==> config.mk <==
export PLATFORM = sky130hd
export DESIGN_NAME = debug_host_link
export DESIGN_NICKNAME = d
export VERILOG_FILES = /design/src/rtl/debug_pkg.sv /design/src/rtl/debug_frame_rx.sv /design/src/rtl/debug_host_link.sv
export SDC_FILE = /design/constraint.sdc
export NUM_CORES = 1
export LEC_CHECK = 0
export CAP_MARGIN = 20
export CORE_UTILIZATION = 40
export DETAILED_ROUTE_END_ITERATION = 16
export PLACE_DENSITY = 0.65
export SETUP_SLACK_MARGIN = 0.02
export SYNTH_ARGS = -nofsm -noshare
export SYNTH_HDL_FRONTEND = slang
export SYNTH_HIERARCHICAL = 1
export SYNTH_SLANG_ARGS = --single-unit
==> constraint.sdc <==
create_clock -name clk -period 5.15 [get_ports clk]
set_clock_uncertainty 0.1 [all_clocks]
set_input_delay 0.7725 -clock clk [delete_from_list [all_inputs] [get_ports clk]]
set_output_delay 0.7725 -clock clk [all_outputs]
set_load 0.1 [all_outputs]
==> src/rtl/debug_pkg.sv <==
// Shared constants for the serial debug daisy chain: frame layout, op codes,
// response status codes and the host frame engine state encoding.
package debug_pkg;

   localparam int          DBG_BITS       = 128;
   localparam int          FW             = DBG_BITS + 16;

   localparam logic [14:0] BROADCAST_ADDR = 15'h7FFF;
   localparam logic [7:0]  READ_CMD_IDENT = 8'h00;

   localparam logic [1:0]  OP_ENUM  = 2'd0;
   localparam logic [1:0]  OP_READ  = 2'd1;
   localparam logic [1:0]  OP_WRITE = 2'd2;
   localparam logic [1:0]  OP_RSVD  = 2'd3;

   localparam logic [1:0]  ST_OK           = 2'd0;
   localparam logic [1:0]  ST_TIMEOUT      = 2'd1;
   localparam logic [1:0]  ST_HDR_MISMATCH = 2'd2;
   localparam logic [1:0]  ST_BAD_OP       = 2'd3;

   localparam logic [1:0]  S_IDLE    = 2'd0;
   localparam logic [1:0]  S_XFER    = 2'd1;
   localparam logic [1:0]  S_WAIT_RX = 2'd2;
   localparam logic [1:0]  S_RESP    = 2'd3;

   // Header word: address above, direction (1 = write) in bit 0.
   function automatic logic [15:0] frame_hdr(input logic [14:0] addr, input logic dir);
      return {addr, dir};
   endfunction

endpackage

==> src/rtl/debug_frame_rx.sv <==
// Chain-tail receiver: synchronises the asynchronous rx clock/data, detects
// edges and shifts in one FW-bit frame per arming, MSB first.
module debug_frame_rx #(
   parameter int FW = 144
) (
   input  logic          clk,
   input  logic          rst_n,
   input  logic          rx_clk,
   input  logic          rx_data,
   input  logic          arm,
   output logic          done,
   output logic [FW-1:0] frame,
   output logic          edge_pulse
);

   localparam int CW = $clog2(FW + 1);

   logic [2:0]    clk_sync_q, clk_sync_d;
   logic [2:0]    data_sync_q, data_sync_d;
   logic          capturing_q, capturing_d;
   logic          done_q, done_d;
   logic [CW-1:0] cnt_q, cnt_d;
   logic [FW-1:0] frame_q, frame_d;
   logic          rise, fall;

   assign rise = clk_sync_q[1] & ~clk_sync_q[2];
   assign fall = ~clk_sync_q[1] & clk_sync_q[2];

   // Capture control: a fall opens the frame, every rise takes one bit;
   // done stays set until the host drops arm.
   always_comb begin
      clk_sync_d  = {clk_sync_q[1:0], rx_clk};
      data_sync_d = {data_sync_q[1:0], rx_data};
      capturing_d = capturing_q;
      done_d      = done_q;
      cnt_d       = cnt_q;
      frame_d     = frame_q;
      if (!arm) begin
         capturing_d = 1'b0;
         done_d      = 1'b0;
         cnt_d       = CW'(FW);
      end else if (!done_q) begin
         if (!capturing_q) begin
            if (fall) begin
               capturing_d = 1'b1;
               cnt_d       = CW'(FW);
            end
         end else if (rise) begin
            frame_d = {frame_q[FW-2:0], data_sync_q[2]};
            cnt_d   = cnt_q - 1'b1;
            if (cnt_q == CW'(1)) begin
               done_d      = 1'b1;
               capturing_d = 1'b0;
            end
         end
      end
   end

   // State and synchroniser registers.
   always_ff @(posedge clk) begin
      if (!rst_n) begin
         clk_sync_q  <= '0;
         data_sync_q <= '0;
         capturing_q <= 1'b0;
         done_q      <= 1'b0;
         cnt_q       <= CW'(FW);
         frame_q     <= '0;
      end else begin
         clk_sync_q  <= clk_sync_d;
         data_sync_q <= data_sync_d;
         capturing_q <= capturing_d;
         done_q      <= done_d;
         cnt_q       <= cnt_d;
         frame_q     <= frame_d;
      end
   end

   assign done       = done_q;
   assign frame      = frame_q;
   assign edge_pulse = rise | fall;

endmodule

==> src/rtl/debug_host_link.sv <==
// Host frame engine at the root of the debug daisy chain.
//
// state     | meaning
// ----------+-----------------------------------------------------------
// S_IDLE    | ready for a command; waits for the inter-frame guard to end
// S_XFER    | shifting the frame out on tx_data/tx_clk, receiver armed
// S_WAIT_RX | frame sent; waiting for capture or watchdog expiry
// S_RESP    | response presented until rsp_ready
module debug_host_link
   import debug_pkg::*;
#(
   parameter int          BITS    = 128,
   parameter logic [23:0] TIMEOUT = 24'h100000
) (
   input  logic            clk,
   input  logic            rst_n,
   input  logic [7:0]      prescaler,
   output logic            tx_data,
   output logic            tx_clk,
   input  logic            rx_data,
   input  logic            rx_clk,
   input  logic            cmd_valid,
   output logic            cmd_ready,
   input  logic [1:0]      cmd_op,
   input  logic [14:0]     cmd_addr,
   input  logic [BITS-1:0] cmd_payload,
   output logic            rsp_valid,
   input  logic            rsp_ready,
   output logic [BITS-1:0] rsp_payload,
   output logic [1:0]      rsp_status,
   output logic            busy
);

   localparam int FWL = BITS + 16;
   localparam int BW  = $clog2(FWL);

   logic [1:0]      state_q, state_d;
   logic [7:0]      p_q, p_d;
   logic [FWL-1:0]  frame_q, frame_d, frame_new;
   logic [BW-1:0]   bit_q, bit_d;
   logic            phase_q, phase_d;
   logic [7:0]      hcnt_q, hcnt_d;
   logic [23:0]     wd_q, wd_d;
   logic [7:0]      guard_q, guard_d;
   logic            tx_clk_q, tx_clk_d;
   logic            tx_data_q, tx_data_d;
   logic [BITS-1:0] rsp_payload_q, rsp_payload_d;
   logic [1:0]      rsp_status_q, rsp_status_d;

   logic            rx_arm, rx_done, rx_edge;
   logic [FWL-1:0]  rx_frame;

   assign rx_arm = (state_q == S_XFER) || (state_q == S_WAIT_RX);

   debug_frame_rx #(.FW(FWL)) u_rx (
      .clk        (clk),
      .rst_n      (rst_n),
      .rx_clk     (rx_clk),
      .rx_data    (rx_data),
      .arm        (rx_arm),
      .done       (rx_done),
      .frame      (rx_frame),
      .edge_pulse (rx_edge)
   );

   // Half-period floor of 2 keeps tx_clk slow enough for the 3-flop rx sync.
   always_comb begin
      p_d = (prescaler < 8'd2) ? 8'd2 : prescaler;
   end

   // Frame assembly for the command on the input port.
   always_comb begin
      frame_new = {cmd_payload, frame_hdr(cmd_addr, cmd_op == OP_WRITE)};
      if (cmd_op == OP_ENUM) begin
         frame_new = {{BITS{1'b0}}, frame_hdr(BROADCAST_ADDR, 1'b0)};
      end
   end

   // Sequencer: serialiser, watchdog (down-counter) and guard timer.
   always_comb begin
      state_d       = state_q;
      frame_d       = frame_q;
      bit_d         = bit_q;
      phase_d       = phase_q;
      hcnt_d        = hcnt_q;
      wd_d          = wd_q;
      guard_d       = (guard_q != 8'd0) ? guard_q - 8'd1 : guard_q;
      tx_clk_d      = tx_clk_q;
      tx_data_d     = tx_data_q;
      rsp_payload_d = rsp_payload_q;
      rsp_status_d  = rsp_status_q;
      case (state_q)
         S_IDLE: begin
            if (cmd_valid && guard_q == 8'd0) begin
               if (cmd_op == OP_RSVD) begin
                  state_d       = S_RESP;
                  rsp_status_d  = ST_BAD_OP;
                  rsp_payload_d = '0;
               end else begin
                  state_d   = S_XFER;
                  frame_d   = frame_new;
                  bit_d     = BW'(FWL - 1);
                  phase_d   = 1'b0;
                  hcnt_d    = p_q - 8'd1;
                  wd_d      = TIMEOUT - 24'd1;
                  tx_clk_d  = 1'b0;
                  tx_data_d = frame_new[FWL-1];
               end
            end
         end
         S_XFER: begin
            if (hcnt_q != 8'd0) begin
               hcnt_d = hcnt_q - 8'd1;
            end else if (!phase_q) begin
               tx_clk_d = 1'b1;
               phase_d  = 1'b1;
               hcnt_d   = p_q - 8'd1;
            end else if (bit_q == '0) begin
               tx_data_d = 1'b0;
               guard_d   = p_q;
               state_d   = S_WAIT_RX;
            end else begin
               bit_d     = bit_q - 1'b1;
               tx_data_d = frame_q[bit_q - 1'b1];
               tx_clk_d  = 1'b0;
               phase_d   = 1'b0;
               hcnt_d    = p_q - 8'd1;
            end
         end
         S_WAIT_RX: begin
            if (rx_done) begin
               state_d       = S_RESP;
               rsp_payload_d = rx_frame[FWL-1:16];
               rsp_status_d  = (rx_frame[15:0] != frame_q[15:0]) ? ST_HDR_MISMATCH : ST_OK;
            end else if (wd_q == 24'd0) begin
               state_d       = S_RESP;
               rsp_payload_d = '0;
               rsp_status_d  = ST_TIMEOUT;
            end else if (rx_edge) begin
               wd_d = TIMEOUT - 24'd1;
            end else begin
               wd_d = wd_q - 24'd1;
            end
         end
         default: begin
            if (rsp_ready) begin
               state_d = S_IDLE;
            end
         end
      endcase
   end

   // Registers; prescaler is captured only while reset is held.
   always_ff @(posedge clk) begin
      if (!rst_n) begin
         state_q       <= S_IDLE;
         p_q           <= p_d;
         frame_q       <= '0;
         bit_q         <= '0;
         phase_q       <= 1'b0;
         hcnt_q        <= '0;
         wd_q          <= TIMEOUT - 24'd1;
         guard_q       <= '0;
         tx_clk_q      <= 1'b1;
         tx_data_q     <= 1'b0;
         rsp_payload_q <= '0;
         rsp_status_q  <= ST_OK;
      end else begin
         state_q       <= state_d;
         p_q           <= p_q;
         frame_q       <= frame_d;
         bit_q         <= bit_d;
         phase_q       <= phase_d;
         hcnt_q        <= hcnt_d;
         wd_q          <= wd_d;
         guard_q       <= guard_d;
         tx_clk_q      <= tx_clk_d;
         tx_data_q     <= tx_data_d;
         rsp_payload_q <= rsp_payload_d;
         rsp_status_q  <= rsp_status_d;
      end
   end

   assign tx_clk      = tx_clk_q;
   assign tx_data     = tx_data_q;
   assign cmd_ready   = rst_n && (state_q == S_IDLE) && (guard_q == 8'd0);
   assign busy        = (state_q != S_IDLE);
   assign rsp_valid   = (state_q == S_RESP);
   assign rsp_payload = rsp_payload_q;
   assign rsp_status  = rsp_status_q;

endmodule

==> impl_metrics.py, run 1 <==
metrics = {
    "outcome": {
        "status": "complete, no violations",
    },
    "timing": {
        "fmax_mhz": 273,
        "tightest_slew_ns": 1.09,
        "max_slew_margin": 0.270,
        "finalSetupViolCount": 0,
        "finalCritPeriodShare": 0.712,
        "fin_crit_ns": 3.67,
        "fin_tns_setup_ns": 0,
        "hold_viol_final": 0,
        "drv_slew": 0,
        "grt_setup_unrepaired": "no",
    },
    "grt": {
        "grt_max_degree": 145,
        "grt_pass1_vias": 16300,
        "grt_overflow": 0,
        "grt_usage": 0.209,
        "grt_pass1_wl_microns": 86600,
        "antenna_found_initial": 8,
    },
    "placed_design": {
        "hpwlAfterDp_microns": 34300,
        "io_buffers": 293,
        "place_congestion": 0.853,
    },
    "routing": {
        "drt_iter0_markers": 1357,
        "drc": 0,
        "wl_per_cell_microns": 17.0,
        "antenna_left": 0,
        "routed_wl_microns": 54300,
        "via_count": 17000,
        "vias_per_cell": 5.32,
        "first_pass_iters": 5,
    },
    "critical_path": {
        "arrival_ns": 2.80,
        "cp-end-kind": "output port",
        "critical_path.max_fanout": 7,
        "startpoint_type": "flop",
        "worstPathRequired_ns": 4.28,
        "critPathKind": "reg -> out",
    },
    "logic_synthesis": {
        "yosys.area_share.simple": 0.204,
        "synth.top_cell.area_share": 0.483,
        "synth_commonest_cells": "487 x dfxtp_1, 464 x nand2_1, 199 x nor2_1",
        "synthAdderAreaFrac": 0.0105,
        "synth_top_area_cell": "dfxtp_1",
        "yosysSeqAreaShare": 0.495,
        "yosysMostFrequentCell": "dfxtp_1",
        "synth_seq_cells": 495,
        "postSynth.asyncResetShare": 0,
        "synthXorXnorAreaFrac": 0.0187,
        "synthFlopType": "dfxtp_1",
        "ys_warn_count": 6,
        "syn_area_per_cell_sq_um": 8.74,
        "synth_edf_count": 8,
        "synth_cell_types": 74,
        "synth_top_family_by_area": "simple AND/OR/NAND/NOR gates",
        "synth_mux_area_frac": 0.0526,
        "synth_area_leaders": "dfxtp_1 48%, nand2_1 8.6%, a21boi_0 5.4%",
        "syn-cell-area_sq_um": 20200,
        "syn_nets": 2482,
        "synth-compound-area-share": 0.176,
        "postSynthCellCount": 2306,
    },
    "die": {
        "initial_core_util": 0.409,
        "dieArea_sq_um": 51300,
        "die_h_microns": 227,
        "coreArea_sq_um": 49400,
        "io_pins": 294,
        "fp-row-count": 81,
        "die_w_microns": 227,
    },
    "cts": {
        "clkLatencyLatePin_ns": 0.60,
        "postCtsSetupRepairBufs": 0,
        "clock_sinks": 495,
        "htreeDepth": 2,
        "holdBufCountCts": 0,
        "cts_tree": "yes",
        "cts-buffers-inserted": 52,
        "clockBufferDepth": 3,
        "cts-root-buf": "clkbuf_16",
        "cts_resized": 0,
        "clkTransAtPathRegs_ns": 0.06,
    },
    "layout": {
        "nets": 2662,
        "drive_gt1_frac": 0.0712,
        "nFillCells": 4564,
        "area_delta_synth_final_pct": 25.5,
    },
    "run": {
        "cap_violations": 0,
    },
    "pwr": {
        "vdd_ir_drop_max_uv": 278,
        "leakagePower_nw": 8.49,
        "p_per_area_nw_per_um2": 422,
        "power.total_mw": 10.7,
    },
    "worst_hold_path": {
        "hp-class": "reg -> reg",
    },
}
-- routing by layer --
layer  GRT usage  wire, microns  up-vias
li1            -              -     8377
met1       0.266          23700     8171
met2       0.337          25700      382
met3      0.0593           3780       79
met4      0.0737           1220        2
met5           0             13        -
-- cell type report --
class,count,area [sq um],area share
tap,664,831,0.0328
timing repair buffer,313,3210,0.127
clock buffer,72,1510,0.0595
antenna,7,17.5,0.000692
sequential,495,9990,0.395
clock inverter,23,280,0.0111
multi-input combinational,1598,9370,0.370
inverter,26,105,0.00415
-- worst paths after layout --
check,slack (ns),cells past startpoint,from,to
worst min register to register,0.34,1,u_rx/data_sync_q[0]$_SDFF_PN0_,u_rx/data_sync_q[1]$_SDFF_PN0_
worst max-delay path,1.48,4,state_q[0]$_SDFFE_PN0P_,busy
worst max register to register,1.62,8,guard_q[3]$_SDFF_PN0_,rsp_payload[36]$_SDFFE_PN0P_
worst min-delay path,0.34,1,u_rx/data_sync_q[0]$_SDFF_PN0_,u_rx/data_sync_q[1]$_SDFF_PN0_
-- critical path, stage by stage (launching register included) --
cell             delay (ns)
dfxtp_1                0.38
inv_1                  0.09
ha_1                   0.28
inv_1                  0.25
clkdlybuf4s50_1        1.19
-- metrics by stage --
step	utilization	setup WS, ns	area (sq um)	instances	hold WS [ns]
after floorplan	-	1.14	20200	2306	0.312
after global placement	0.474	1.67	23400	3090	0.327
after detailed placement	0.474	1.62	23400	3090	0.320
after CTS	0.510	1.46	25200	3185	0.338
after global routing	0.513	1.38	25300	3198	0.359
final	0.513	1.48	25300	3198	0.336
-- cells by family after synthesis --
family	after synthesis
flip-flops	495
adder cells (fa/ha/maj)	17
multiplexers	58
AND/OR/NAND/NOR	953
AO/OA/AOI/OAI	527
buffers and inverters	213
XOR/XNOR	43
-- registers in the layout, summed over array words and instances, names as in the netlist, 2 cells and up --
name,cells
frame_q,144
rsp_payload,128
rsp_status,2
u_rx/clk_sync_q,3
bit_q,8
wd_q,24
u_rx/cnt_q,8
state_q,2
p_q,8
u_rx/frame,144
hcnt_q,8
guard_q,8
u_rx/data_sync_q,3
-- placed cells by master, fill, tap and decap left out, types with 51 or more instances in the layout --
cell type and count:
nand3_1 144, a22oi_1 133, nand2_1 464, a21boi_0 144
nor2_1 199, clkdlybuf4s50_1 291, dfxtp_1 486, clkbuf_16 52
nor3_1 51, a21oi_1 167
-- report_power, final --
group          switching, mW  leakage, nW  internal [mW]  total [mW]
Combinational           1.55         3.59           1.01        2.56
Sequential             0.181         4.01           4.07        4.25
Clock                   1.57        0.886           2.30        3.87
No activity file was read; power rests on OpenSTA's default activity.
==> run 2: changes to the inputs <==
==> constraint.sdc (replaced) <==
create_clock -name clk -period 3.4 [get_ports clk]
set_clock_uncertainty 0.1 [all_clocks]
set_input_delay 0.51 -clock clk [delete_from_list [all_inputs] [get_ports clk]]
set_output_delay 0.51 -clock clk [all_outputs]
set_load 0.1 [all_outputs]
==> run 2 against run 1 <==
Compared with the run above:
- sequential power up 52%
- core utilization about the same
- largest power group unchanged
- register-to-register slack worse by 1.3 ns
- sequential cell count unchanged
==> impl_metrics.py, run 2 (synthesis gave the netlist of run 1 again) <==
metrics = {
    "outcome": {
        "status": "complete, no violations",
    },
    "pwr": {
        "clock_power_share": 0.358,
        "p_per_area_nw_per_um2": 638,
        "switching_share": 0.313,
        "power_frac_seq": 0.399,
        "p_int_mw": 11.1,
        "vdd_ir_drop_max_uv": 460,
        "leakagePower_nw": 8.61,
        "pwr-share-comb": 0.243,
        "power.total_mw": 16.2,
        "p_switching_mw": 5.06,
    },
    "layout": {
        "final_common_cell": "dfxtp_1",
        "finalNonFillerCells": 3213,
        "drive_gt1_frac": 0.0884,
        "area_delta_synth_final_pct": 25.6,
        "final_cell_area_sq_um": 25300,
        "fin_util": 0.513,
        "nets": 2680,
        "mostFrequentLayoutCells": "486 x dfxtp_1, 464 x nand2_1, 259 x clkdlybuf4s50_1",
    },
    "cts": {
        "clockBufferDepth": 3,
        "clock_sinks": 495,
        "holdBufCountCts": 0,
        "cts_tree": "yes",
        "cts-buffers-inserted": 52,
        "cts_resized": 0,
        "clkLatencyLatePin_ns": 0.61,
        "cts-root-buf": "clkbuf_16",
        "htreeDepth": 2,
        "clkTransAtPathRegs_ns": 0.06,
        "postCtsSetupRepairBufs": 0,
    },
    "critical_path": {
        "arrival_ns": 3.44,
        "rr_endpoint": "wd_q[6]$_SDFFE_PN1P_",
        "critPathKind": "reg -> reg",
        "critical_path.max_fanout": 8,
        "slowest_stage": "or4b_4",
        "critPathTopFamily": "simple AND/OR/NAND/NOR gates",
        "worstPathRequired_ns": 3.77,
        "critical_path.endpoint": "wd_q[6]$_SDFFE_PN1P_",
        "crit_buf_inv": 1,
        "worst-r2r-setup-slack_ns": 0.33,
        "crit_cells": 9,
        "setup.worst_path.start": "guard_q[0]$_SDFF_PN0_",
        "startpoint_type": "flop",
        "critical_path.cell_chain": "inv_1 -> ha_1 -> or3b_2 -> or4b_4 -> a21boi_4 -> a21o_1 -> or2_1 -> o41ai_1 -> o21ai_0",
        "reg2reg_depth": 9,
        "cp-end-kind": "flop",
        "rr_startpoint": "guard_q[0]$_SDFF_PN0_",
        "max_stage_delay_ns": 0.61,
    },
    "timing": {
        "fmax_mhz": 326,
        "tightest_slew_ns": 1.14,
        "drv_slew": 0,
        "fin_tns_setup_ns": 0,
        "grt_setup_unrepaired": "no",
        "setup_slack_ns": 0.330,
        "finalSetupViolCount": 0,
        "fin_crit_ns": 3.07,
        "finalCritPeriodShare": 0.903,
        "hold_viol_final": 0,
        "max_slew_margin": 0.234,
        "whs_ns": 0.224,
    },
    "routing": {
        "drc": 0,
        "wl_per_cell_microns": 17.0,
        "routed_wl_microns": 54700,
        "first_pass_iters": 5,
        "drt_iter0_markers": 1292,
        "vias_per_cell": 5.32,
        "antenna_left": 0,
        "via_count": 17100,
    },
    "run": {
        "cap_violations": 0,
    },
    "worst_hold_path": {
        "hold_depth": 3,
        "hp-class": "in -> reg",
    },
    "grt": {
        "grt_usage": 0.210,
        "grt_max_degree": 180,
        "grt_pass1_wl_microns": 87100,
        "grt_pass1_vias": 16400,
        "antenna_found_initial": 5,
        "grt_overflow": 0,
    },
    "placed_design": {
        "placed_cells": 3113,
        "io_buffers": 293,
        "dpl_cell_area_sq_um": 23600,
        "pre_cts_ws_ns": 0.316,
        "hpwlAfterDp_microns": 35900,
        "place_congestion": 0.861,
    },
    "die": {
        "die_h_microns": 227,
        "io_pins": 294,
        "dieArea_sq_um": 51300,
        "coreArea_sq_um": 49400,
        "initial_core_util": 0.409,
        "die_w_microns": 227,
        "fp-row-count": 81,
    },
}
[run 2: changes by cell type in the layout (fill, tap and decap cells not counted), moves of 2 or more]
cell             previous run  this run
buf_12                      6        11
buf_16                      3         0
buf_4                      12        61
bufinv_16                   5         3
clkbuf_1                    7        12
clkbuf_8                   13        10
clkdlybuf4s50_1           291       259
clkinv_2                   11         9
diode_2                     7         4
[run 2: layer usage]
layer  vias up  wire (microns)  global-route usage
met5         -              13                   0
met4         2            1160              0.0715
met3        82            3710              0.0553
met2       383           25900               0.341
met1      8228           23900               0.269
li1       8410               -                   -
[run 2: power by group through the flow]
stage	clock, mW	sequential [mW]	combinational, mW
after floorplan	0	6.53	2.81
after global placement	0	6.55	3.87
after detailed placement	0	6.56	3.93
after CTS	5.93	6.44	3.94
after global routing	6.17	6.49	4.30
final	5.78	6.45	3.93
[run 2: worst reg2reg max path: cells and delay by family (launching register included)]
family / cells / cell delay (ns)
AND/OR/NAND/NOR: 3 / 1.39
AO/OA/AOI/OAI: 4 / 0.86
flip-flops: 1 / 0.31
adder cells (fa/ha/maj): 1 / 0.18
buffers and inverters: 1 / 0.11
[run 2: worst min path at each step]
stage,from,end,slack [ns]
after floorplan,u_rx/clk_sync_q[0]$_SDFF_PN0_,u_rx/clk_sync_q[1]$_SDFF_PN0_,0.31
after global placement,u_rx/clk_sync_q[0]$_SDFF_PN0_,u_rx/clk_sync_q[1]$_SDFF_PN0_,0.32
after detailed placement,u_rx/data_sync_q[0]$_SDFF_PN0_,u_rx/data_sync_q[1]$_SDFF_PN0_,0.32
after CTS,rst_n,rsp_payload[122]$_SDFFE_PN0P_,0.19
after global routing,rst_n,rsp_payload[66]$_SDFFE_PN0P_,0.23
final,rst_n,rsp_payload[123]$_SDFFE_PN0P_,0.22
[run 2: final cells by class]
class / count / area (sq um)
inverter: 26 / 105
timing repair buffer: 331 / 3270
clock inverter: 20 / 245
clock buffer: 75 / 1510
antenna: 4 / 10.0
sequential: 495 / 9990
multi-input combinational: 1598 / 9370
tap: 664 / 831
fill: 4614 / 24000
